===== src/rtl/bnn_pkg.sv =====
// bnn_pkg: shared types and helpers for the neuron parameter loader.
//   state_t      - loader FSM states
//   DEF_BYTE_W   - default width of the parallel parameter input
//   bytes_needed - ceil(chain_bits / byte_w), bytes consumed per load
package bnn_pkg;
   typedef enum logic [2:0] {IDLE, WAIT_BYTE, SHIFT, CHECK, FINISH} state_t;
   localparam int DEF_BYTE_W = 8;
   function automatic int bytes_needed(input int chain_bits, input int byte_w);
      return (chain_bits + byte_w - 1) / byte_w;
   endfunction
endpackage


===== src/rtl/param_loader_if.sv =====
// param_loader_if: byte valid/ready handshake into the parameter loader.
//   byte_in    - parameter byte, MSB shifted first
//   byte_valid - byte_in is valid (source side)
//   byte_ready - loader takes byte_in this cycle (loader side)
//   master: byte source; slave: the loader
interface param_loader_if #(parameter int BYTE_W = bnn_pkg::DEF_BYTE_W) ();
   logic [BYTE_W-1:0] byte_in;
   logic              byte_valid;
   logic              byte_ready;
   modport master (output byte_in, byte_valid, input byte_ready);
   modport slave (input byte_in, byte_valid, output byte_ready);
endinterface


===== src/rtl/param_piso.sv =====
// param_piso: W-bit parallel-in/serial-out register, MSB first.
//   clk, rst_n - clock, synchronous active-low reset
//   load, d    - capture d
//   shift      - shift left, zero fill
//   clr        - clear contents (takes priority over load/shift)
//   msb        - registered serial output, q[W-1]
module param_piso #(parameter int W = 8) (
   input  logic         clk,
   input  logic         rst_n,
   input  logic         load,
   input  logic         shift,
   input  logic         clr,
   input  logic [W-1:0] d,
   output logic         msb
);
   logic [W-1:0] q;
   always_ff @(posedge clk)
      if (!rst_n || clr) q <= '0;
      else if (load) q <= d;
      else if (shift) q <= q << 1;
   assign msb = q[W-1];
endmodule


===== src/rtl/param_loader.sv =====
// param_loader: serialises parameter bytes MSB-first onto the neuron chain,
// holding setup high for exactly CHAIN_BITS cycles per load.
//   clk, rst_n - clock, synchronous active-low reset
//   start      - single-cycle load request (ignored unless idle)
//   bus        - byte_in/byte_valid/byte_ready handshake (slave)
//   setup      - chain shift enable
//   param_out  - serial bit into the first neuron
//   busy       - load in progress
//   done       - one-cycle completion pulse
//   loaded     - chain holds a complete parameter set
//   csum_err   - checksum mismatch (constant 0 unless checksum build)
// Optional: define PARAM_LOADER_CHECKSUM_EN to accept a trailing XOR
// checksum byte in a CHECK state before completion.
module param_loader import bnn_pkg::*; #(
   parameter int CHAIN_BITS = 88,
   parameter int BYTE_W     = DEF_BYTE_W
) (
   input  logic            clk,
   input  logic            rst_n,
   input  logic            start,
   param_loader_if.slave   bus,
   output logic            setup,
   output logic            param_out,
   output logic            busy,
   output logic            done,
   output logic            loaded,
   output logic            csum_err
);
   localparam int CW = $clog2(CHAIN_BITS + 1);
   localparam int IW = BYTE_W > 1 ? $clog2(BYTE_W) : 1;
`ifdef PARAM_LOADER_CHECKSUM_EN
   localparam state_t END_ST = CHECK;
`else
   localparam state_t END_ST = FINISH;
`endif
   state_t        state, nxt;
   logic [CW-1:0] cnt;
   logic [IW-1:0] idx;
   logic          accept, shifting, chain_end, byte_end, go;
   assign bus.byte_ready = state == WAIT_BYTE || state == CHECK;
   assign accept    = bus.byte_valid && bus.byte_ready;
   assign shifting  = state == SHIFT;
   assign chain_end = shifting && cnt == CW'(CHAIN_BITS - 1);
   assign byte_end  = idx == IW'(BYTE_W - 1);
   assign go        = state == IDLE && start;
   always_comb begin
      nxt = state;
      case (state)
         IDLE:      nxt = start ? WAIT_BYTE : IDLE;
         WAIT_BYTE: nxt = accept ? SHIFT : WAIT_BYTE;
         SHIFT:     nxt = chain_end ? END_ST : (byte_end ? WAIT_BYTE : SHIFT);
         CHECK:     nxt = accept ? FINISH : CHECK;
         FINISH:    nxt = IDLE;
         default:   nxt = IDLE;
      endcase
   end
   // Outputs are registered from the next state so they line up with the
   // state they describe: setup is high in exactly the SHIFT cycles.
   always_ff @(posedge clk)
      if (!rst_n) begin
         state  <= IDLE;
         cnt    <= '0;
         idx    <= '0;
         setup  <= 1'b0;
         busy   <= 1'b0;
         done   <= 1'b0;
         loaded <= 1'b0;
      end else begin
         state  <= nxt;
         setup  <= nxt == SHIFT;
         busy   <= nxt == WAIT_BYTE || nxt == SHIFT || nxt == CHECK;
         done   <= nxt == FINISH;
         loaded <= go ? 1'b0 : (nxt == FINISH ? 1'b1 : loaded);
         cnt    <= go ? '0 : (shifting ? cnt + CW'(1) : cnt);
         idx    <= go || (shifting && byte_end) ? '0 : (shifting ? idx + IW'(1) : idx);
      end
   // Cleared on the final chain bit so a partially shifted byte never
   // leaks its discarded bits onto param_out.
   param_piso #(.W(BYTE_W)) u_piso (
      .clk   (clk),
      .rst_n (rst_n),
      .load  (accept && state == WAIT_BYTE),
      .shift (shifting),
      .clr   (chain_end),
      .d     (bus.byte_in),
      .msb   (param_out)
   );
`ifdef PARAM_LOADER_CHECKSUM_EN
   logic [BYTE_W-1:0] xsum;
   always_ff @(posedge clk)
      if (!rst_n || go) begin
         xsum     <= '0;
         csum_err <= 1'b0;
      end else if (accept && state == WAIT_BYTE) xsum <= xsum ^ bus.byte_in;
      else if (accept && state == CHECK) csum_err <= bus.byte_in != xsum;
`else
   assign csum_err = 1'b0;
`endif
endmodule


===== src/flat_wrapper.sv =====
// flat-port wrapper written by rule: the top's interface ports become plain ports
module param_loader_flat import bnn_pkg::*;
#(
   parameter int CHAIN_BITS = 88,
   parameter int BYTE_W     = DEF_BYTE_W
)
  (clk, rst_n, start, setup, param_out, busy, done, loaded, csum_err, bus_byte_in, bus_byte_valid, bus_byte_ready);
  param_loader_if #(.BYTE_W(BYTE_W)) bus_i ();
  input  logic clk;
  input  logic rst_n;
  input  logic start;
  output logic setup;
  output logic param_out;
  output logic busy;
  output logic done;
  output logic loaded;
  output logic csum_err;
  input wire logic [$bits(bus_i.byte_in)-1:0] bus_byte_in;
  input wire logic [$bits(bus_i.byte_valid)-1:0] bus_byte_valid;
  output wire logic [$bits(bus_i.byte_ready)-1:0] bus_byte_ready;
  assign bus_i.byte_in = bus_byte_in;
  assign bus_i.byte_valid = bus_byte_valid;
  assign bus_byte_ready = bus_i.byte_ready;
  param_loader #(.CHAIN_BITS(CHAIN_BITS), .BYTE_W(BYTE_W)) u_core (.clk(clk), .rst_n(rst_n), .start(start), .bus(bus_i), .setup(setup), .param_out(param_out), .busy(busy), .done(done), .loaded(loaded), .csum_err(csum_err));
endmodule

===== config.mk =====
export PLATFORM = sky130hd
export DESIGN_NAME = param_loader_flat
export DESIGN_NICKNAME = d
export VERILOG_FILES = /design/src/rtl/bnn_pkg.sv /design/src/rtl/param_loader_if.sv /design/src/rtl/param_piso.sv /design/src/rtl/param_loader.sv /design/src/flat_wrapper.sv
export SDC_FILE = /design/constraint.sdc
export NUM_CORES = 1
export LEC_CHECK = 0
export ABC_AREA = 1
export CAP_MARGIN = 20
export CORE_MARGIN = 3
export CORE_UTILIZATION = 30
export DETAILED_ROUTE_END_ITERATION = 6
export GPL_ROUTABILITY_DRIVEN = 0
export SLEW_MARGIN = 20
export SYNTH_ARGS = -nofsm -noshare
export SYNTH_HDL_FRONTEND = slang
export SYNTH_SLANG_ARGS = --single-unit

===== constraint.sdc =====
create_clock -name clk -period 1.5 [get_ports clk]
set_clock_uncertainty 0.2 [all_clocks]
set_input_delay 0.375 -clock clk [delete_from_list [all_inputs] [get_ports clk]]
set_output_delay 0.375 -clock clk [all_outputs]
set_load 0.05 [all_outputs]

# ---- Word-level counts from Yosys, hierarchy flattened
# Index checks and enable logic that the tools add are counted.
dict set report totals {
  register_bits 25
  in_bits 12
  output_inout_bits 7
  word_cells 43
}
dict set report op_classes {
  n_addsub 2
  n_eq_ne 9
  n_mux 8
  n_bitwise 1
  n_reduce_logical 15
}
# op count
set op_table {}
lappend op_table {{$mux 8} 2}
lappend op_table {{$eq 3x2->1 const B} 4}
lappend op_table {{$pmux 3 s4} 1}
lappend op_table {{$add 7x1->7 const B} 1}
lappend op_table {{$eq 7x7->1 const B} 1}
lappend op_table {{$eq 3x1->1 const B} 2}
lappend op_table {{$eq 3x3->1 const B} 2}
lappend op_table {{$mux 3} 2}
lappend op_table {{$logic_and 1x1->1} 5}
lappend op_table {{$logic_or 1x1->1} 5}
lappend op_table {{$mux 2} 2}
lappend op_table {{$reduce_or 2->1} 2}
lappend op_table {{$add 3x1->3 const B} 1}
lappend op_table {{$logic_not 3->1} 1}
lappend op_table {{$reduce_bool 2->1} 1}
lappend op_table {{$logic_not 1->1} 1}
lappend op_table {{$mux 1} 1}
lappend op_table {{$not 1->1} 1}

# ---- Logic depth before layout (Yosys ltp)
dict set report logic_depth {
  ltp_word 8
  mapped_depth 8
  depth_no_buf 8
}

# ---- Cells and area by module
# Synthesis repeated with hierarchy kept, for this count alone.
dict set report hier_totals {
  hier_cells 179
  hier_area_um2 1265.0
}
# mod instances cells_per_inst area_each_um2 seq_area_each_um2
set modules_own_cells {}
lappend modules_own_cells {param_loader 1 117 842.1 340.3}
lappend modules_own_cells {param_piso 1 62 422.9 160.2}

# ---- Worst setup path after synthesis
# OpenSTA, ideal clock, no wires.
dict set report synth_path {
  path_type {register -> register}
  start {reg u_core.state[0]}
  end {reg u_core.u_piso.q[1]}
  setup_ns 0.116
  arrival_time_ns 1.176
  required_time_ns 1.184
  setup_slack_ns 0.007
  path_stages_with_launch 8
  n_path_buf 0
  period_less_slack_ns 1.493
  cell_sequence {dfxtp_1 inv_2 nor2_4 nand3_4 nand2_1 nor2_1 nor2_1 nor2_1}
}
dict set report synth_via {
  elab_chain_cells 5
  elab_cells_between_ends 10
  cone_classes {eq/ne: 3; mux: 1; reduce/logical: 6}
}
# element line
set synth_lines {}
lappend synth_lines {{from (decl)} param_loader.sv:36} ;# state_t state, nxt;
lappend synth_lines {{from (signal assigned)} param_loader.sv:69} ;# state <= nxt;
lappend synth_lines {{$eq 3x1->1 / $eq 3x2->1 (equally long branches)} param_loader.sv:40} ;# assign bus.byte_ready = state == WAIT_BYTE || state == CHECK;
lappend synth_lines {{$logic_or 1x1->1 *} param_loader.sv:40}
lappend synth_lines {{via bus_byte_ready} flat_wrapper.sv:20} ;# output wire logic [$bits(bus_i.byte_ready)-1:0] bus_byte_ready;
lappend synth_lines {{$logic_and 1x1->1 *} param_loader.sv:41} ;# assign accept = bus.byte_valid && bus.byte_ready;
lappend synth_lines {{$logic_and 1x1->1 *} param_loader.sv:82} ;# .load (accept && state == WAIT_BYTE),
lappend synth_lines {{$mux 8 / $reduce_bool 2->1 (equally long branches)} n/a}
lappend synth_lines {{to (signal assigned)} param_piso.sv:20} ;# else if (shift) q <= q << 1;
lappend synth_lines {{to (decl)} param_piso.sv:16} ;# logic [W-1:0] q;
# The timed path passes the listed nets; every way through them passes the cells marked *.
# A chain may end at the register's enable or synchronous reset.

# ---- Final worst setup path
dict set report layout_path {
  start {reg u_core.state[0]}
  end {out bus_byte_ready}
}
dict set report layout_via {
  elab_chain_cells 2
  elab_cells_between_ends 3
  cone_classes {eq/ne: 2; reduce/logical: 1}
}
# element line
set layout_lines {}
lappend layout_lines {{$eq 3x1->1 / $eq 3x2->1 (equally long branches)} param_loader.sv:40}
lappend layout_lines {{$logic_or 1x1->1 *} param_loader.sv:40}
lappend layout_lines {{to (decl)} flat_wrapper.sv:20}
# Mark *: on every way between the ends. The rest lies on a longest branch, timed or not.

==> qor.yml <==
numCtsBuffers: 3
synth_cell_types: 23
finalCoreUtilization: 0.445
wl_per_cell_um: 9.25
initial_utilization: 0.320
grt_start_max_net_pins: 15
outcome: "finished, violations left"
antenna_found_initial: 0
num_antenna_cells: 0
grt_util_met1: 0.134
cts_tree: "done"
drt_iter0_markers: 37
row_count: 22
grt-ovfl-total: 0
via_count: 1105
synth_edf_count: 0
ctsHoldBuffers: 0
r2r-start: "u_core.state[0]$_SDFF_PN0_"
numClockSinks: 25
cts-root-buf: "clkbuf_8"
syn_area_sq_um: 1210
insertion_delay_ps: 270
hpwl_um: 1760
hold_viol: 0
die_x_um: 69.4
whs_ps: 274
post-route-period-util: 1.00
rsz0062_at_grt: "true"
reg2reg_to: "u_core.u_piso.q[3]$_SDFFE_PP0P_"
multi_input_area_sq_um: 634
grt.busiest_layer: "met2"
end_kind: "primary output"
synth_seq_cells: 25
clk_pin_slew_ps: 80
drc: 0
syn_inst: 176
synthArstFlopShare: 0
r2r_cells: 8
drive_above_1_share: 0.237
finalMaxSlewViolations: 0
ys_warn_count: 0
min_path_cells: 2
cp_max_fo: 3
register_area_sq_um: 505
fmax_ghz: 0.666
min_period_ps: 1500
hold_class: "register to register"
synth-main-ff-cell: "dfxtp_1"
die_y_um: 69.4
syn_area_per_cell_sq_um: 6.86
cts_max_path_buffers: 2
io_pins: 19
setup_viol: 1
synth_seq_area_share: 0.415
routed_wl_um: 2360
io_buffers: 17
violations: "negative setup slack"
cap_violations: 0
area_delta_synth_final_pct: 39.1
use_met3: 0.0261
global_route.usage.total: 0.111
cp_data_required_time_ps: 920
nets: 223
critPathKind: "register to primary output"
drt_first_pass_iters: 4
vias_per_cell: 4.33
final_antenna_net_count: 0
n_fill_cell: 374
power_leakage_nw: 0.717
crit_path_start_kind: "register"
hold_start: "u_core.idx[1]$_SDFFE_PP0P_"
synth_nets: 191
grtUsageMet2: 0.180
grt_pass1_vias: 1039
r2r_slack_ps: 110
die-area_sq_um: 4820
power.density_nw_per_um2: 802
arrival_ps: 930
fin_ws_ps: -1.98
core_area_sq_um: 3770
cts-htree-levels: 1
worst_ir_drop_vdd_mv: 0.342
grt_pass1_wl_um: 4410
holdPathEnd: "u_core.idx[1]$_SDFFE_PP0P_"
## cells by family after synthesis
group	after synthesis	synth area share
simple gates	105	0.390
buf+inv	27	0.0964
flops	25	0.415
compound gates	14	0.0580
fa+ha+maj	3	0.0311
xor+xnor	1	0.00726
other cells	1	0.00311
## report_power, final
part	internal [W]	switching [W]	total (W)	leakage, nW
clock	0.000186	0.000207	0.000393	0.0255
sequential	0.000685	0.0000144	0.000699	0.204
combinational	0.000118	0.000136	0.000254	0.488
total	0.000988	0.000358	0.00135	0.717
## layout by cell type (no fill, tap or decap), types with 2 or more instances in the layout
cell,instances
nand2_1,50
nor2_1,31
dfxtp_1,21
inv_1,17
buf_4,13
a21oi_1,11
clkdlybuf4s50_1,10
nand3_1,9
buf_12,6
inv_2,5
dfxtp_2,4
nor2_4,3
nor2_2,3
clkbuf_8,3
nand3_4,2
nand2_4,2
o21ai_1,2
ha_1,2
## critical path: stages, from the launching register on
cell	delay, ps
dfxtp_2	330
inv_2	50
nor2_4	130
buf_12	150
## how the worst max path moves through the flow
stage | startpoint | cells past startpoint | to
2_1_floorplan | u_core.state[0]$_SDFF_PN0_ | 7 | u_core.u_piso.q[1]$_SDFFE_PP0P_
3_3_place_gp | bus_byte_valid | 7 | u_core.busy$_SDFF_PN0_
3_5_place_dp | bus_byte_valid | 7 | u_core.busy$_SDFF_PN0_
4_1_cts | u_core.state[0]$_SDFF_PN0_ | 3 | bus_byte_ready
5_1_grt | u_core.state[0]$_SDFF_PN0_ | 3 | bus_byte_ready
6_report | u_core.state[0]$_SDFF_PN0_ | 3 | bus_byte_ready
## sequential cells by signal (all words and copies together) (netlist names)
signal           flops
u_core.state         3
u_core.loaded        1
u_core.done          1
u_core.u_piso.q      8
u_core.cnt           7
u_core.busy          1
u_core.idx           3
u_core.setup         1
## final cells by class
type | instances | share of cell area
inverters | 23 | 0.0544
repair buffers | 31 | 0.203
multi-input cells | 124 | 0.378
clock inverters | 1 | 0.00298
flip-flops and latches | 25 | 0.301
well taps | 48 | 0.0358
clock buffers | 3 | 0.0246
## Yosys cell counts (all sizes together), types with 3 or more instances
master	number	area [sq um]
a21oi	11	55.1
buf	4	28.8
dfxtp	25	500
ha	3	37.5
inv	22	82.6
nand2	53	201
nand3	12	90.1
nor2	37	156
o21ai	3	15.0
## what timing repair did
action	CTS	global route
resized for setup	1	19
setup buffers	1	3
setup endpoints to repair	1	18
pin swaps	1	2
cloned	0	0
## per-stage QoR
stage               TNS [ps]  std cells  worst slack (ps)  total power (W)  area [sq um]
global route           -41.3        255             -41.3          0.00141          1680
detailed placement     -4800        247              -292         0.000948          1540
floorplan                  0        176              7.42         0.000843          1210
finish                 -1.98        255             -1.98          0.00135          1680
CTS                    -21.1        252             -21.1          0.00135          1600
global placement       -4640        247              -282         0.000947          1540
## metal layers
layer,vias to the layer above,part of all wire
met3,5,0.039
met4,0,0.025
met2,18,0.44
met1,484,0.50
met5,-,0
li1,598,-
(Power assumes the default switching activity.)
